## src/rtl/apb_reg_bank.sv

```systemverilog
// APB4 completer hosting a bank of memory-mapped registers.
// Adds wait states, slave errors, byte strobes, RO hw registers and write pulses.
module apb_reg_bank #(
  parameter int                    ADDR_W      = 32,
  parameter int                    DATA_W      = 32,
  parameter int                    NUM_REGS    = 8,
  parameter int                    WAIT_STATES = 0,
  parameter logic [NUM_REGS-1:0]   RO_MASK     = '0,
  parameter logic [DATA_W-1:0]     RESET_VAL   = '0
) (
  input  logic                         pclk,
  input  logic                         preset,
  input  logic                         psel,
  input  logic                         penable,
  input  logic                         pwrite,
  input  logic [ADDR_W-1:0]            paddr,
  input  logic [DATA_W-1:0]            pwdata,
  input  logic [DATA_W/8-1:0]          pstrb,
  output logic [DATA_W-1:0]            prdata,
  output logic                         pready,
  output logic                         pslverr,
  output logic [NUM_REGS*DATA_W-1:0]   reg_q,
  input  logic [NUM_REGS*DATA_W-1:0]   hw_in,
  output logic [NUM_REGS-1:0]          wr_pulse
);

  localparam int NB    = DATA_W / 8;
  localparam int LSB   = $clog2(NB);
  localparam int CNT_W = 5;

  localparam logic [ADDR_W-1:0] OFS_MASK =
    ADDR_W'((64'd1 << LSB) - 64'd1);
  localparam logic [CNT_W-1:0] WAIT_C = CNT_W'(WAIT_STATES);

  typedef enum logic [1:0] {
    IDLE,
    SETUP,
    ACCESS
  } state_e;

  // state_d is the bus phase of the current cycle;
  // state_q remembers it so ACCESS can be told from a missing setup.
  state_e                state_q;
  state_e                state_d;
  logic [CNT_W-1:0]      cnt_q;
  logic [CNT_W-1:0]      cnt_d;
  logic [DATA_W-1:0]     regs_q [NUM_REGS];
  logic [DATA_W-1:0]     regs_d [NUM_REGS];
  logic [NUM_REGS-1:0]   wr_pulse_q;
  logic [NUM_REGS-1:0]   wr_pulse_d;

  logic [ADDR_W-1:0]     idx;
  logic [NUM_REGS-1:0]   hit;
  logic                  misalign;
  logic                  range_err;
  logic                  ro_err;
  logic                  err;
  logic                  wr_en;

  // State, counter, registers and pulses; reset wins at any time.
  always_ff @(posedge pclk or posedge preset) begin
    if (preset) begin
      state_q    <= IDLE;
      cnt_q      <= '0;
      wr_pulse_q <= '0;
      for (int i = 0; i < NUM_REGS; i++) begin
        regs_q[i] <= RO_MASK[i] ? '0 : RESET_VAL;
      end
    end else begin
      state_q    <= state_d;
      cnt_q      <= cnt_d;
      wr_pulse_q <= wr_pulse_d;
      for (int i = 0; i < NUM_REGS; i++) begin
        regs_q[i] <= regs_d[i];
      end
    end
  end

  // Current phase: ACCESS only after SETUP or an unfinished ACCESS.
  always_comb begin
    state_d = IDLE;
    unique case (1'b1)
      !psel: begin
        state_d = IDLE;
      end
      psel && !penable: begin
        state_d = SETUP;
      end
      psel && penable: begin
        if (state_q == SETUP) begin
          state_d = ACCESS;
        end else if (state_q == ACCESS && cnt_q <= WAIT_C) begin
          state_d = ACCESS;
        end else begin
          state_d = IDLE;
        end
      end
    endcase
  end

  // Wait counter: zero in SETUP, counts ACCESS cycles.
  always_comb begin
    cnt_d = '0;
    if (state_d == ACCESS) begin
      cnt_d = cnt_q + CNT_W'(1);
    end
  end

  // Address decode and error classification.
  always_comb begin
    idx = paddr >> LSB;
    hit = '0;
    for (int i = 0; i < NUM_REGS; i++) begin
      hit[i] = (idx == ADDR_W'(i));
    end
    misalign  = (paddr & OFS_MASK) != '0;
    range_err = (hit == '0);
    ro_err    = pwrite && ((hit & RO_MASK) != '0);
    err       = misalign || range_err || ro_err;
  end

  // Completion handshake and read data.
  always_comb begin
    pready  = (state_d == ACCESS) && (cnt_q == WAIT_C);
    pslverr = pready && err;
    wr_en   = pready && pwrite && !err;
    prdata  = '0;
    if (pready && !pwrite && !err) begin
      for (int i = 0; i < NUM_REGS; i++) begin
        if (hit[i]) begin
          prdata = RO_MASK[i] ? hw_in[i*DATA_W +: DATA_W]
                              : regs_q[i];
        end
      end
    end
  end

  // Byte-lane register update and next-cycle write pulse.
  always_comb begin
    wr_pulse_d = wr_en ? hit : '0;
    for (int i = 0; i < NUM_REGS; i++) begin
      regs_d[i] = regs_q[i];
      if (wr_en && hit[i]) begin
        for (int b = 0; b < NB; b++) begin
          if (pstrb[b]) begin
            regs_d[i][8*b +: 8] = pwdata[8*b +: 8];
          end
        end
      end
    end
  end

  // Flattened register view for downstream logic.
  always_comb begin
    for (int i = 0; i < NUM_REGS; i++) begin
      reg_q[i*DATA_W +: DATA_W] = regs_q[i];
    end
  end

  assign wr_pulse = wr_pulse_q;

endmodule

```

## config.mk

```make
export PLATFORM = sky130hd
export DESIGN_NAME = apb_reg_bank
export DESIGN_NICKNAME = d
export VERILOG_FILES = /design/src/rtl/apb_reg_bank.sv
export SDC_FILE = /design/constraint.sdc
export NUM_CORES = 1
export LEC_CHECK = 0
export ABC_CLOCK_PERIOD_IN_PS = 13500
export BUFFER_PORTS_ARGS = -buffer_cell sky130_fd_sc_hd__buf_2
export CAP_MARGIN = 10
export CORE_AREA = 2 2 243 245
export CTS_BUF_LIST = sky130_fd_sc_hd__clkbuf_4
export DETAILED_ROUTE_END_ITERATION = 8
export DIE_AREA = 0 0 245 247
export SLEW_MARGIN = 20
export SYNTH_ARGS = -nofsm -noshare
export SYNTH_HDL_FRONTEND = slang
export SYNTH_SLANG_ARGS = --single-unit
```

## constraint.sdc

```tcl
create_clock -name pclk -period 13.5 [get_ports pclk]
set_clock_uncertainty 0.2 [all_clocks]
set_input_delay 2.7 -clock pclk [delete_from_list [all_inputs] [get_ports pclk]]
set_output_delay 2.7 -clock pclk [all_outputs]
set_load 0.1 [all_outputs]
```

==> impl_metrics.yaml <==
run_status:
  outcome: "complete, no violations"
timing:
  worst_slew_margin_rel: 0.267
  post-route-period-util: 0.694
  final_setup_tns_ns: 0
  worst_slew_pin_slew_ns: 1.10
  finalHoldViolCount: 0
  clock.fmax_ghz: 0.107
  setup_viol_count_final: 0
  report.final.slew_viol_count: 0
  period_minus_slack_ns: 9.36
  fin_hold_ws_ns: 0.292
  grt_setup_unrepaired: "false"
floorplanning:
  floorplan.initialDensity: 0.229
  die-width_um: 245
  die_area_mm2: 0.0605
  core_mm2: 0.0582
  die-height_um: 247
  number_of_standard_cell_rows_in_the_floorplan: 89
  ioPinCount: 627
routing:
  wl_per_cell_um: 24.1
  drc: 0
  detailedRoute.firstIterationViolations: 701
  drtPass1Iterations: 7
  final_antenna_net_count: 0
  route.vias.total: 11500
  vias_per_cell: 4.92
  wl_um: 56300
critical_path:
  crit_fanout: 20
  required_ns: 10.60
  timing.critical_path.to_type: "primary output"
  signal_arrival_time_at_the_worst_endpoint_ns: 6.46
  crit_type: "input port to primary output"
  crit_path_start_kind: "input port"
  critical_path.max_stage_delay_ns: 0.73
  worst_path_max_delay_cell: "sky130_fd_sc_hd__nor4_2"
  timing.critical_path.cells: "buf_2 > nor4_2 > nand4b_1 > buf_4 > nor3_2 > nand2_2 > buf_4 > a2111oi_0 > buf_2"
yosys:
  ys_dominant_reg_cell: "sky130_fd_sc_hd__dfrtp_1"
  count_of_cell_types_in_the_netlist: 50
  synthCells: 1103
  mappedNetlistNets: 1434
  syn-mean-instance-area_um2: 12.1
  yosysWarningCount: 0
  seq_area_frac_synth: 0.509
  number_of_synthesized_flops_with_an_enable_pin: 0
  total_of_flip_flops_plus_latches_after_synthesis: 271
  syn_area_mm2: 0.0133
  synth_async_sr_flop_share: 1.00
cells_and_area:
  layout.filler_cells: 5982
  seq_area_mm2: 0.00678
  drive_gt1_frac: 0.540
  multi_input_comb_area_mm2: 0.00620
  num-nets-final: 1839
  final_cell_mix: "sky130_fd_sc_hd__buf_2 (368), sky130_fd_sc_hd__mux2_2 (282), sky130_fd_sc_hd__dfrtp_1 (271)"
  layout_commonest_cell: "sky130_fd_sc_hd__buf_2"
  layout_area_growth_over_synthesis_pct: 28.6
  stdcell_count: 2339
  post-route-cell-area_mm2: 0.0171
global_route:
  gr-usage-met1: 0.235
  grt-ovfl-total: 0
  grt_use_met2: 0.275
  globalRouteMet3Util: 0.0712
  global_route.usage.total: 0.182
  grt_first_pass_wirelength_um: 80200
  grt_antenna_before_repair: 5
  grt_start_max_net_pins: 149
  vias_in_the_first_global_route: 11600
  grt.busiest_layer: "met2"
placed_design:
  port-buffer-count: 370
  place.gp.congestion: 0.860
  dp_hpwl_um: 39700
  placedInstanceArea_mm2: 0.0161
  dpl.cell_count: 2199
clocking:
  post-cts-setup-buffer-count: 0
  cts_hold_repair.buffers: 0
  insertion_delay_ns: 0.77
  clock-root-buffer: "sky130_fd_sc_hd__clkbuf_4"
  cts-resized-gates: 0
  htree_num_levels: 3
  tritoncts.num_buffers: 80
  clock_sink_total: 271
  cts.reportedPaths.clkPinSlew_ns: 0.06
  clock_path_buffers: 3
  cts_tree: "built"
power_and_ir_drop:
  power_leakage_nw: 8.84
  maximum_vdd_drop_v: 0.0000688
  cellPowerDensity_mw_per_mm2: 100
min_path:
  holdCritPathClass: "register to register"
job:
  max_cap_violation_count: 0
[critical path, delay by kind of cell]
kind / cells / cell delay (ns)
buffers and inverters: 4 / 1.45
AO/OA/AOI/OAI: 1 / 0.60
AND/OR/NAND/NOR: 4 / 1.63
[per-stage QoR]
stage | setup WS (ns) | total power, W | util
2_1_floorplan | 1.61 | 0.000872 | -
3_3_place_gp | 3.72 | 0.000917 | 0.276
3_5_place_dp | 3.68 | 0.000918 | 0.276
4_1_cts | 3.66 | 0.00174 | 0.294
5_1_grt | 3.92 | 0.00180 | 0.294
6_report | 4.14 | 0.00171 | 0.294
[synthesized netlist by cell type, types with 4 or more instances]
library cell	number	area share
sky130_fd_sc_hd__o21bai_1	22	0.012
sky130_fd_sc_hd__and2_1	5	0.0023
sky130_fd_sc_hd__nor4_4	4	0.0064
sky130_fd_sc_hd__o21ai_0	52	0.020
sky130_fd_sc_hd__mux2_2	282	0.24
sky130_fd_sc_hd__inv_1	25	0.0070
sky130_fd_sc_hd__nor2_2	5	0.0023
sky130_fd_sc_hd__a2111oi_0	5	0.0033
sky130_fd_sc_hd__dfrtp_1	271	0.51
sky130_fd_sc_hd__nor4_1	8	0.0038
sky130_fd_sc_hd__a21oi_1	46	0.017
sky130_fd_sc_hd__nand3_1	12	0.0045
sky130_fd_sc_hd__o22a_1	5	0.0033
sky130_fd_sc_hd__o211ai_1	9	0.0051
sky130_fd_sc_hd__o32ai_1	21	0.014
sky130_fd_sc_hd__buf_2	4	0.0015
sky130_fd_sc_hd__nor2_1	25	0.0070
sky130_fd_sc_hd__mux2i_1	19	0.014
sky130_fd_sc_hd__nor3_1	29	0.011
sky130_fd_sc_hd__nand2_1	40	0.011
sky130_fd_sc_hd__o22ai_1	4	0.0019
sky130_fd_sc_hd__a221oi_1	4	0.0026
sky130_fd_sc_hd__nor2b_1	26	0.012
sky130_fd_sc_hd__nor3b_1	22	0.012
sky130_fd_sc_hd__nand4_1	4	0.0019
sky130_fd_sc_hd__nor3_2	8	0.0060
sky130_fd_sc_hd__nand4_2	7	0.0066
sky130_fd_sc_hd__buf_1	4	0.0011
sky130_fd_sc_hd__a22oi_1	21	0.012
sky130_fd_sc_hd__and3_1	6	0.0028
sky130_fd_sc_hd__a211oi_1	21	0.012
sky130_fd_sc_hd__clkbuf_1	62	0.017
[worst paths after layout]
kind | cells past startpoint | endpoint | from | slack, ns
max in group asynchronous | 3 | reg_q[51] | preset | 9.68
min in group asynchronous | 2 | reg_q[114] | preset | 1.80
worst min register to register | 1 | cnt_q[0] | cnt_q[0] | 0.29
worst max-delay path | 9 | prdata[21] | paddr[14] | 4.14
worst min-delay path | 1 | cnt_q[0] | cnt_q[0] | 0.29
worst max register to register | 7 | reg_q[253] | cnt_q[0] | 9.81
[report_power, final]
part	internal [W]	switching, W
logic	0.0000208	0.0000683
registers	0.000813	0.000000347
clock network	0.000434	0.000378
[cell type report]
cell class | instances | share of cell area
Sequential cell | 271 | 0.396
Multi-Input combinational cell | 735 | 0.362
Timing Repair Buffer | 394 | 0.120
Tap cell | 773 | 0.0564
Clock buffer | 117 | 0.0513
Clock inverter | 19 | 0.00840
Inverter | 26 | 0.00613
Antenna cell | 4 | 0.000584
[flip-flops by register name, summed over array words and instances (netlist names)]
name / cells
reg_q: 256
wr_pulse: 8
state_q: 2
cnt_q: 5
[metal layers]
metal | part of all wire | vias up | routed length (um)
met5 | 0.00050 | - | 28
met4 | 0.034 | 6 | 1920
met3 | 0.10 | 111 | 5740
met2 | 0.44 | 619 | 24600
met1 | 0.43 | 5805 | 24000
li1 | - | 4967 | -
[kinds of logic after synthesis]
group,Yosys count,share of synthesized area
simple gates,213,0.0994
flops,271,0.509
xor+xnor,4,0.00263
buf+inv,97,0.0283
fa+ha+maj,2,0.00188
mux,301,0.253
compound gates,215,0.106
No activity file was read; power rests on OpenSTA's default activity.
